File: config.mk
export PLATFORM = sky130hd
export DESIGN_NAME = fp_mul_pipe_flat
export DESIGN_NICKNAME = d
export VERILOG_FILES = /design/src/rtl/fp_pkg.sv /design/src/rtl/fp_mul_pipe_if.sv /design/src/rtl/fp_round_pack.sv /design/src/rtl/fp_mul_pipe.sv /design/src/flat_wrapper.sv
export SDC_FILE = /design/constraint.sdc
export NUM_CORES = 1
export LEC_CHECK = 0
export BUFFER_PORTS_ARGS = -buffer_cell sky130_fd_sc_hd__buf_4
export CORE_ASPECT_RATIO = 2
export CORE_MARGIN = 2
export CORE_UTILIZATION = 50
export CTS_CLUSTER_DIAMETER = 60
export DETAILED_ROUTE_END_ITERATION = 6
export PLACE_DENSITY = 0.69
export SKIP_LAST_GASP = 1
export SLEW_MARGIN = 20
export SYNTH_ARGS = -nofsm -noshare
export SYNTH_HDL_FRONTEND = slang
export SYNTH_SLANG_ARGS = --single-unit
File: constraint.sdc
create_clock -name clk -period 4 [get_ports clk]
set_input_delay 0 -clock clk [delete_from_list [all_inputs] [get_ports clk]]
set_output_delay 0 -clock clk [all_outputs]
set_load 0.02 [all_outputs]
File: src/rtl/fp_pkg.sv
// -----------------------------------------------------------------------------
// fp_pkg
// Shared definitions for the packed {sign, exp, man} floating-point datapath:
// default field widths, bias calculation, field-extract helpers and the
// rounding-mode encoding.
// Ports: none (package).
// -----------------------------------------------------------------------------
package fp_pkg;

    localparam int EXP_W_DEF = 4;
    localparam int MAN_W_DEF = 7;

    typedef enum logic {
        RND_TRUNC = 1'b0,
        RND_RNE   = 1'b1
    } rnd_mode_e;

    function automatic int calc_bias(input int exp_w);
        return (1 << (exp_w - 1)) - 1;
    endfunction

    // Field extractors work on a zero-extended 32-bit copy of the operand so
    // one set of helpers serves every EXP_W/MAN_W combination.
    function automatic logic get_sign(input logic [31:0] v, input int exp_w, input int man_w);
        return v[exp_w + man_w];
    endfunction

    function automatic logic [31:0] get_exp(input logic [31:0] v, input int exp_w, input int man_w);
        return (v >> man_w) & ((32'd1 << exp_w) - 32'd1);
    endfunction

    function automatic logic [31:0] get_man(input logic [31:0] v, input int man_w);
        return v & ((32'd1 << man_w) - 32'd1);
    endfunction

endpackage

File: src/rtl/fp_mul_pipe_if.sv
// -----------------------------------------------------------------------------
// fp_mul_pipe_if
// Operand/result handshake bundle for fp_mul_pipe.
//   in_valid/in_ready : operand pair transfer
//   x, y, rnd_mode    : operands and rounding mode (0 truncate, 1 RNE)
//   out_valid/out_ready : result transfer
//   z, of, uf         : product, overflow-saturated, underflow-flushed
// master = producer/consumer side, slave = the multiplier.
// -----------------------------------------------------------------------------
interface fp_mul_pipe_if
    import fp_pkg::*;
#(
    parameter int W = 1 + EXP_W_DEF + MAN_W_DEF
);
    logic         in_valid;
    logic         in_ready;
    logic [W-1:0] x;
    logic [W-1:0] y;
    logic         rnd_mode;
    logic         out_valid;
    logic         out_ready;
    logic [W-1:0] z;
    logic         of;
    logic         uf;

    modport master (
        output in_valid, x, y, rnd_mode, out_ready,
        input  in_ready, out_valid, z, of, uf
    );

    modport slave (
        input  in_valid, x, y, rnd_mode, out_ready,
        output in_ready, out_valid, z, of, uf
    );
endinterface

File: src/rtl/fp_round_pack.sv
// -----------------------------------------------------------------------------
// fp_round_pack
// Combinational final stage: rounds the normalised fraction (truncate or
// round-to-nearest-even), renormalises on mantissa carry-out, classifies the
// result (zero / underflow / overflow / normal) and packs it.
//   sign_i, exp_i (signed), frac_i, guard_i, sticky_i, zero_i, rnd_i -> inputs
//   z_o packed result, of_o saturated, uf_o flushed
// -----------------------------------------------------------------------------
module fp_round_pack
    import fp_pkg::*;
#(
    parameter  int EXP_W = EXP_W_DEF,
    parameter  int MAN_W = MAN_W_DEF,
    localparam int W     = 1 + EXP_W + MAN_W,
    localparam int E     = EXP_W + 2
) (
    input  logic                sign_i,
    input  logic signed [E-1:0] exp_i,
    input  logic [MAN_W-1:0]    frac_i,
    input  logic                guard_i,
    input  logic                sticky_i,
    input  logic                zero_i,
    input  logic                rnd_i,
    output logic [W-1:0]        z_o,
    output logic                of_o,
    output logic                uf_o
);
    localparam logic signed [E-1:0] EMAX = E'((1 << EXP_W) - 1);

    logic                inc;
    logic [MAN_W:0]      sum;
    logic signed [E-1:0] exp_r;

    // Ties go up only when the kept lsb is odd.
    assign inc   = (rnd_i == RND_RNE) & guard_i & (sticky_i | frac_i[0]);
    assign sum   = {1'b0, frac_i} + {{MAN_W{1'b0}}, inc};
    // On carry-out the fraction bits are already all zero; only bump exp.
    assign exp_r = exp_i + $signed({{(E-1){1'b0}}, sum[MAN_W]});

    always_comb begin
        z_o  = '0;
        of_o = 1'b0;
        uf_o = 1'b0;
        if (zero_i) begin
            z_o = {sign_i, {(W-1){1'b0}}};
        end else if (exp_r <= 0) begin
            z_o  = {sign_i, {(W-1){1'b0}}};
            uf_o = 1'b1;
        end else if (exp_r > EMAX) begin
            z_o  = {sign_i, {(W-1){1'b1}}};
            of_o = 1'b1;
        end else begin
            z_o = {sign_i, exp_r[EXP_W-1:0], sum[MAN_W-1:0]};
        end
    end

endmodule

File: src/rtl/fp_mul_pipe.sv
// -----------------------------------------------------------------------------
// fp_mul_pipe
// Three-stage pipelined floating-point multiplier with valid/ready flow
// control. All stages advance together when the output slot is free or being
// drained (en = !out_valid | out_ready); bubbles are carried, not collapsed.
//   clk   : clock, rising edge
//   rst_n : asynchronous active-low reset, clears all stage valids and outputs
//   bus   : fp_mul_pipe_if.slave (operands in, product/of/uf out)
// -----------------------------------------------------------------------------
module fp_mul_pipe
    import fp_pkg::*;
#(
    parameter int EXP_W = EXP_W_DEF,
    parameter int MAN_W = MAN_W_DEF,
    parameter int BIAS  = calc_bias(EXP_W)
) (
    input  logic         clk,
    input  logic         rst_n,
    fp_mul_pipe_if.slave bus
);
    localparam int W  = 1 + EXP_W + MAN_W;
    localparam int E  = EXP_W + 2;
    localparam int M  = MAN_W + 1;
    localparam int PW = 2 * M;
    localparam logic signed [E-1:0] BIAS_S = E'(BIAS);

    logic en;

    logic                xs, ys;
    logic [EXP_W-1:0]    xe, ye;
    logic [MAN_W-1:0]    xm, ym;
    logic                sign_p1_d, zero_p1_d;
    logic signed [E-1:0] exp_p1_d;
    logic [PW-1:0]       prod_p1_d;

    logic                vld_p1_q, sign_p1_q, zero_p1_q, rnd_p1_q;
    logic signed [E-1:0] exp_p1_q;
    logic [PW-1:0]       prod_p1_q;

    logic [PW-2:0]       norm;
    logic signed [E-1:0] exp_p2_d;
    logic [MAN_W-1:0]    frac_p2_d;
    logic                guard_p2_d, sticky_p2_d;

    logic                vld_p2_q, sign_p2_q, zero_p2_q, rnd_p2_q, guard_p2_q, sticky_p2_q;
    logic signed [E-1:0] exp_p2_q;
    logic [MAN_W-1:0]    frac_p2_q;

    logic [W-1:0]        z_p3_d, z_p3_q;
    logic                of_p3_d, uf_p3_d, of_p3_q, uf_p3_q, vld_p3_q;

    assign en            = ~vld_p3_q | bus.out_ready;
    assign bus.in_ready  = en;
    assign bus.out_valid = vld_p3_q;
    assign bus.z         = z_p3_q;
    assign bus.of        = of_p3_q;
    assign bus.uf        = uf_p3_q;

    // ---- S1: sign, raw exponent, significand product, zero flag ----
    assign xs = get_sign(32'(bus.x), EXP_W, MAN_W);
    assign ys = get_sign(32'(bus.y), EXP_W, MAN_W);
    assign xe = EXP_W'(get_exp(32'(bus.x), EXP_W, MAN_W));
    assign ye = EXP_W'(get_exp(32'(bus.y), EXP_W, MAN_W));
    assign xm = MAN_W'(get_man(32'(bus.x), MAN_W));
    assign ym = MAN_W'(get_man(32'(bus.y), MAN_W));

    assign sign_p1_d = xs ^ ys;
    assign exp_p1_d  = $signed({2'b00, xe}) + $signed({2'b00, ye}) - BIAS_S;
    assign prod_p1_d = PW'({1'b1, xm}) * PW'({1'b1, ym});
    assign zero_p1_d = (xe == '0) | (ye == '0);

    // ---- S2: normalise product into [1,2), extract guard and sticky ----
    // Product of two [1,2) significands lies in [1,4); the integer 1 bit is
    // dropped here, so norm holds only fraction bits below it.
    assign norm        = prod_p1_q[PW-1] ? prod_p1_q[PW-2:0] : {prod_p1_q[PW-3:0], 1'b0};
    assign exp_p2_d    = exp_p1_q + $signed({{(E-1){1'b0}}, prod_p1_q[PW-1]});
    assign frac_p2_d   = norm[PW-2 -: MAN_W];
    assign guard_p2_d  = norm[PW-2-MAN_W];
    assign sticky_p2_d = |norm[PW-3-MAN_W:0];

    // ---- S3: round, renormalise, classify, pack ----
    fp_round_pack #(
        .EXP_W (EXP_W),
        .MAN_W (MAN_W)
    ) u_round_pack (
        .sign_i   (sign_p2_q),
        .exp_i    (exp_p2_q),
        .frac_i   (frac_p2_q),
        .guard_i  (guard_p2_q),
        .sticky_i (sticky_p2_q),
        .zero_i   (zero_p2_q),
        .rnd_i    (rnd_p2_q),
        .z_o      (z_p3_d),
        .of_o     (of_p3_d),
        .uf_o     (uf_p3_d)
    );

    always_ff @(posedge clk or negedge rst_n) begin
        if (!rst_n) begin
            vld_p1_q <= 1'b0;
            vld_p2_q <= 1'b0;
            vld_p3_q <= 1'b0;
            z_p3_q   <= '0;
            of_p3_q  <= 1'b0;
            uf_p3_q  <= 1'b0;
        end else if (en) begin
            vld_p1_q <= bus.in_valid;
            vld_p2_q <= vld_p1_q;
            vld_p3_q <= vld_p2_q;
            if (vld_p2_q) begin
                z_p3_q  <= z_p3_d;
                of_p3_q <= of_p3_d;
                uf_p3_q <= uf_p3_d;
            end
        end
    end

    // Datapath registers carry no reset; their valids qualify them.
    always_ff @(posedge clk) begin
        if (en && bus.in_valid) begin
            sign_p1_q <= sign_p1_d;
            exp_p1_q  <= exp_p1_d;
            prod_p1_q <= prod_p1_d;
            zero_p1_q <= zero_p1_d;
            rnd_p1_q  <= bus.rnd_mode;
        end
        if (en && vld_p1_q) begin
            sign_p2_q   <= sign_p1_q;
            exp_p2_q    <= exp_p2_d;
            frac_p2_q   <= frac_p2_d;
            guard_p2_q  <= guard_p2_d;
            sticky_p2_q <= sticky_p2_d;
            zero_p2_q   <= zero_p1_q;
            rnd_p2_q    <= rnd_p1_q;
        end
    end

endmodule
File: src/flat_wrapper.sv
// flat-port wrapper written by rule: the top's interface ports become plain ports
module fp_mul_pipe_flat import fp_pkg::*;
#(
    parameter int EXP_W = EXP_W_DEF,
    parameter int MAN_W = MAN_W_DEF,
    parameter int BIAS  = calc_bias(EXP_W)
)
  (clk, rst_n, bus_in_valid, bus_x, bus_y, bus_rnd_mode, bus_out_ready, bus_in_ready, bus_out_valid, bus_z, bus_of, bus_uf);
  fp_mul_pipe_if bus_i ();
  input  logic clk;
  input  logic rst_n;
  input wire logic [$bits(bus_i.in_valid)-1:0] bus_in_valid;
  input wire logic [$bits(bus_i.x)-1:0] bus_x;
  input wire logic [$bits(bus_i.y)-1:0] bus_y;
  input wire logic [$bits(bus_i.rnd_mode)-1:0] bus_rnd_mode;
  input wire logic [$bits(bus_i.out_ready)-1:0] bus_out_ready;
  output wire logic [$bits(bus_i.in_ready)-1:0] bus_in_ready;
  output wire logic [$bits(bus_i.out_valid)-1:0] bus_out_valid;
  output wire logic [$bits(bus_i.z)-1:0] bus_z;
  output wire logic [$bits(bus_i.of)-1:0] bus_of;
  output wire logic [$bits(bus_i.uf)-1:0] bus_uf;
  assign bus_i.in_valid = bus_in_valid;
  assign bus_i.x = bus_x;
  assign bus_i.y = bus_y;
  assign bus_i.rnd_mode = bus_rnd_mode;
  assign bus_i.out_ready = bus_out_ready;
  assign bus_in_ready = bus_i.in_ready;
  assign bus_out_valid = bus_i.out_valid;
  assign bus_z = bus_i.z;
  assign bus_of = bus_i.of;
  assign bus_uf = bus_i.uf;
  fp_mul_pipe #(.EXP_W(EXP_W), .MAN_W(MAN_W), .BIAS(BIAS)) u_core (.clk(clk), .rst_n(rst_n), .bus(bus_i));
endmodule
# Word level (Yosys, flattened, before mapping)
# Index checks and enable logic that the tools add are counted.
# word_totals
regBits	60
latchBits	0
ram_bits	0
romBits	0
input_bits	29
word_cells	48
memories	0
# classes
addsub	5
mul	1
div	0
magnitude_cmp	2
eq_ne	0
n_shift	0
n_mux	9
bitwise_logic	7
n_reduce_logical	6
# ops
operator	n
2-to-1 mux 11 bit	3
multiplier 8 x 8 -> 16 bit	1
2-to-1 mux 15 bit	1
adder 6 x 2 -> 6 bit	2
adder 7 x 1 -> 8 bit	1
logical NOT 4 bit	2
OR reduction 7 bit	1
greater-than comparator 6 x 5 -> 1 bit (second input constant)	1
less-or-equal comparator 6 x 1 -> 1 bit (second input constant)	1
subtractor 6 x 4 -> 6 bit (second input constant)	1
adder 4 x 4 -> 5 bit	1
2-to-1 mux 1 bit	5
bitwise OR 1 bit	3
bitwise AND 1 bit	2
logical AND 1 bit	2
AND reduction 2 bit	1
inverter 1 bit	1
XOR 1 bit	1

# Logic depth before layout (Yosys ltp)
# logic_depth
depth_word	8
mapped_depth	16
mapped_depth_nobuf	16

# By module
# A second synthesis with hierarchy kept.
# unflattened
cells_unflattened	428
hier_area_um2	4759.6
# by_module_without_submodules
mod	n_inst	cells_each	area_each_um2	seq_area_each_um2
fp_mul_pipe	1	370	4389.2	1716.6
fp_round_pack	1	58	370.4	0.0

# Worst setup path before layout
# No wires, ideal clock.
# synth_path
path_type	input -> register
from	input bus_y[6]
to	register u_core.prod_p1_q[13], data pin
setup_ns	0.272
arrival_time_ns	3.721
required_time_ns	3.728
setup_slack_ns	0.007
stages	15
n_path_buf	0
cell_sequence	and2_1 fa_1 inv_1 fa_1 inv_1 fa_1 inv_1 fa_1 inv_1 ha_1 o21a_2 o31a_4 o31ai_4 and3b_1 or4_1
# synth_between
elab_chain_cells	1
# synth_rtl
element	line_no	source
from (decl)	flat_wrapper.sv:14	input wire logic [$bits(bus_i.y)-1:0] bus_y;
multiplier 8 x 8 -> 16 bit	fp_mul_pipe.sv:69	assign prod_p1_d = PW'({1'b1, xm}) * PW'({1'b1, ym});
via u_core.prod_p1_d[13]	fp_mul_pipe.sv:34	logic [PW-1:0] prod_p1_d;
to (signal assigned)	fp_mul_pipe.sv:123	prod_p1_q <= prod_p1_d;
to (decl)	fp_mul_pipe.sv:38	logic [PW-1:0] prod_p1_q;
# The timed path passes the listed nets, and every way through them passes these cells.
# A chain may end at the register's enable or synchronous reset.

# Final worst setup path
# layout_path
from	input bus_x[1]
to	register u_core.prod_p1_q[13], data pin
# layout_between
elab_chain_cells	1
# layout_rtl
element	line_no	source
from (decl)	flat_wrapper.sv:13	input wire logic [$bits(bus_i.x)-1:0] bus_x;
multiplier 8 x 8 -> 16 bit	fp_mul_pipe.sv:69	
via u_core.prod_p1_d[13]	fp_mul_pipe.sv:34	
# The timed path passes the listed nets, and every way through them passes these cells.

==> flow_metrics.tcl <==
set metrics [dict create \
    placement_rows 50 \
    avgSynthCellArea_um2 10.95 \
    fp.dieW_um 73.10 \
    grt_max_degree 26 \
    ys_seq_elements 60 \
    ir_drop_mv 0.3107 \
    synth_top_area_share_pct 27.04 \
    numCtsBuffers 9 \
    syn_to_final_growth_pct 21.23 \
    intPower_mw 2.247 \
    grt-ovfl-total 0 \
    ys_warn_count 0 \
    finalNonFillerCells 631 \
    synth_edf_count 43 \
    ys_seq_area_share_pct 35.95 \
    cp_slowest_cell "fa_1" \
    io_pins 45 \
    fin_crit_sh_pct 96.18 \
    worst_pin_slew_ns 0.7462 \
    first_pass_iters 4 \
    p_switching_mw 1.201 \
    fin_area_mm2 0.005788 \
    cts_buffer_depth 2 \
    ant_nets 0 \
    chipHeight_um 142.2 \
    hold_violations 0 \
    cellPowerDensity_mw_per_mm2 595.6 \
    holdCritPathClass "in -> reg" \
    clock_power_share_pct 21.8 \
    critPathMaxFanout 5 \
    antenna_cells 0 \
    grt_use_total_pct 19.42 \
    drc 0 \
    cap_violations 0 \
    crit_arrival_ns 3.90 \
    place_inst 608 \
    maxSlewHeadroom_pct 50.25 \
    crit_path_start_kind "input pin" \
    p_sw_share_pct 34.82 \
    wl_mm 8.979 \
    worstSkewPairLatency_ns 0.32 \
    root_buffer "clkbuf_16" \
    clkSinkCount 60 \
    rsz0062_at_grt "no" \
    setup_viol 0 \
    cts_tree "done" \
    power.total_mw 3.447 \
    post-route-min-period_ns 3.847 \
    required_ns 4.05 \
    syn_area_mm2 0.004775 \
    core_mm2 0.009321 \
    grt_pass1_wl_mm 15.41 \
    vias_per_cell 5.254 \
    nNetsFinal 634 \
    final_util_pct 62.09 \
    cts_setup_buffers 0 \
    status "finished clean" \
    dieArea_mm2 0.01039 \
    synth_compound_area_share_pct 8.857 \
    ys_types 55 \
    path_cells "buf_4 > inv_1 > nor2_1 > fa_1 > fa_1 > inv_1 > fa_1 > fa_1 > inv_1 > ha_1 > o21a_2 > o31a_4 > o31ai_4 > o221ai_1 > or4_1" \
    synth_xor_xnor_area_share_pct 5.136 \
    placed_area_mm2 0.005418 \
    pwr-share-seq_pct 30.3 \
    synth-adder-area-share_pct 27.57 \
    wl_per_cell_um 14.23 \
    syn_inst 436 \
    end_kind "flop" \
    initial_core_util_pct 51.22 \
    crit_top_cell "fa_1" \
    critPathTopFamily "adder cells" \
    io_buffers 44 \
    synthMuxAreaShare_pct 2.594 \
    fmax_mhz 259.9 \
    power.leakage_nw 2.710 \
    clkTransAtPathRegs_ns 0.05 \
    crit_type "in -> reg" \
    slowest_delay_ns 0.56 \
    antenna_found_initial 0 \
    combPwrFrac_pct 47.9 \
    synth_top_area_cell "edfxtp_1" \
    synth_flop_cell "edfxtp_1" \
    synth-simple-area-share_pct 13.65 \
    hpwlAfterDp_mm 7.679 \
    syn_nets 548 \
    synth_top_family_by_area "adder cells" \
    whs_ns 0.01321 \
    crit_buf_inv 4 \
    skew_ns 0.004117 \
    drv_slew 0 \
    gp_congestion 0.8463 \
    synth.area.top_cells "edfxtp_1 27%, fa_1 16%, ha_1 12%" \
    initialDrtViolationCount 66 \
    cts_max_level 3 \
    async_reset_ff_share_pct 28.33 \
    grt_pass1_vias 3615 \
    via_count 3315 \
    drive_gt1_share_pct 22.96 \
]
-- cells by family after synthesis --
kind of cell / count (synthesis)
AND/OR/NAND/NOR: 126
adder cells (fa/ha/maj): 83
buffers and inverters: 72
flip-flops: 60
AO/OA/AOI/OAI: 56
XOR/XNOR: 28
multiplexers: 11
-- path summary, 6_finish.rpt --
kind / start / endpoint / cells after the start / slack [ns]
worst max-delay path: bus_x[1] / u_core.prod_p1_q[13] / 15 / 0.15
worst min-delay path: bus_y[0] / u_core.prod_p1_q[0] / 2 / 0.01
worst max register to register: u_core.frac_p2_q[0] / u_core.bus.z[1] / 11 / 0.91
worst min register to register: u_core.rnd_p1_q / u_core.rnd_p2_q / 0 / 0.42
max in group asynchronous: rst_n / u_core.bus.z[5] / 2 / 3.74
min in group asynchronous: rst_n / u_core.bus.of / 2 / 0.07
-- placed cells by master, fill, tap and decap left out, types with 12 or more instances in the layout --
| cell | count |
|---|---|
| fa_1 | 37 |
| dfrtp_1 | 17 |
| nor2_1 | 26 |
| inv_1 | 64 |
| edfxtp_1 | 43 |
| xnor2_1 | 16 |
| nand2_1 | 36 |
| ha_1 | 46 |
| xor2_1 | 12 |
| buf_4 | 76 |
| and2_1 | 26 |
-- routing by layer --
layer / track usage (%) / up-vias / part of all wire, %
met2: 38.79 / 71 / 60
met4: 13.35 / 0 / 5.7
met3: 2.550 / 33 / 2.6
met1: 16.11 / 1580 / 31
met5: 0 / - / 0
li1: - / 1631 / -
-- flip-flops by register name, indices dropped and copies added (netlist names) --
register / flops
u_core.frac_p2_q: 7
u_core.rnd_p2_q: 1
u_core.bus.z: 12
u_core.prod_p1_q: 16
u_core.vld_p2_q: 1
u_core.exp_p2_q: 6
u_core.bus.out_valid: 1
u_core.exp_p1_q: 6
u_core.zero_p2_q: 1
u_core.sticky_p2_q: 1
u_core.bus.uf: 1
u_core.sign_p2_q: 1
u_core.sign_p1_q: 1
u_core.vld_p1_q: 1
u_core.bus.of: 1
u_core.zero_p1_q: 1
u_core.rnd_p1_q: 1
u_core.guard_p2_q: 1
-- synthesized netlist by cell type (all sizes together) (9+ instances only) --
library cell and instances:
o21ai 20, nor2 26, ha 46, mux2 11, xor2 12, dfrtp 17
inv 64, nand2 36, and2 27, edfxtp 43, fa 37, a21oi 9
xnor2 16
-- power by group through the flow --
stage / Sequential [mW] / Clock [mW] / Combinational [mW]
floorplan: 1.10 / 0 / 1.11
global placement: 1.05 / 0 / 1.61
detailed placement: 1.06 / 0 / 1.65
CTS: 1.05 / 0.765 / 1.67
global route: 1.06 / 0.788 / 1.87
finish: 1.04 / 0.753 / 1.65
-- layout make-up --
type	count	area [um^2]
multi-input cells	304	2761
flip-flops and latches	60	1717
clock buffers	14	264.0
well taps	104	130.1
fillers	770	3533
inverters	64	240.2
clock inverters	2	35.03
repair buffers	83	640.6
-- repair_timing --
action / in CTS / in global routing
resized for setup: 0 / 0
hold buffers: 7 / 0
endpoints found under the hold margin: 21 / 0
-- through the flow --
step	setup TNS, ns	worst slack [ns]
after floorplan	0	0.006652
after global placement	-0.1618	-0.09901
after detailed placement	-0.4899	-0.1886
after CTS	0	0.1548
after global routing	0	0.007571
final	0	0.1527
No activity file was read; power rests on OpenSTA's default activity.
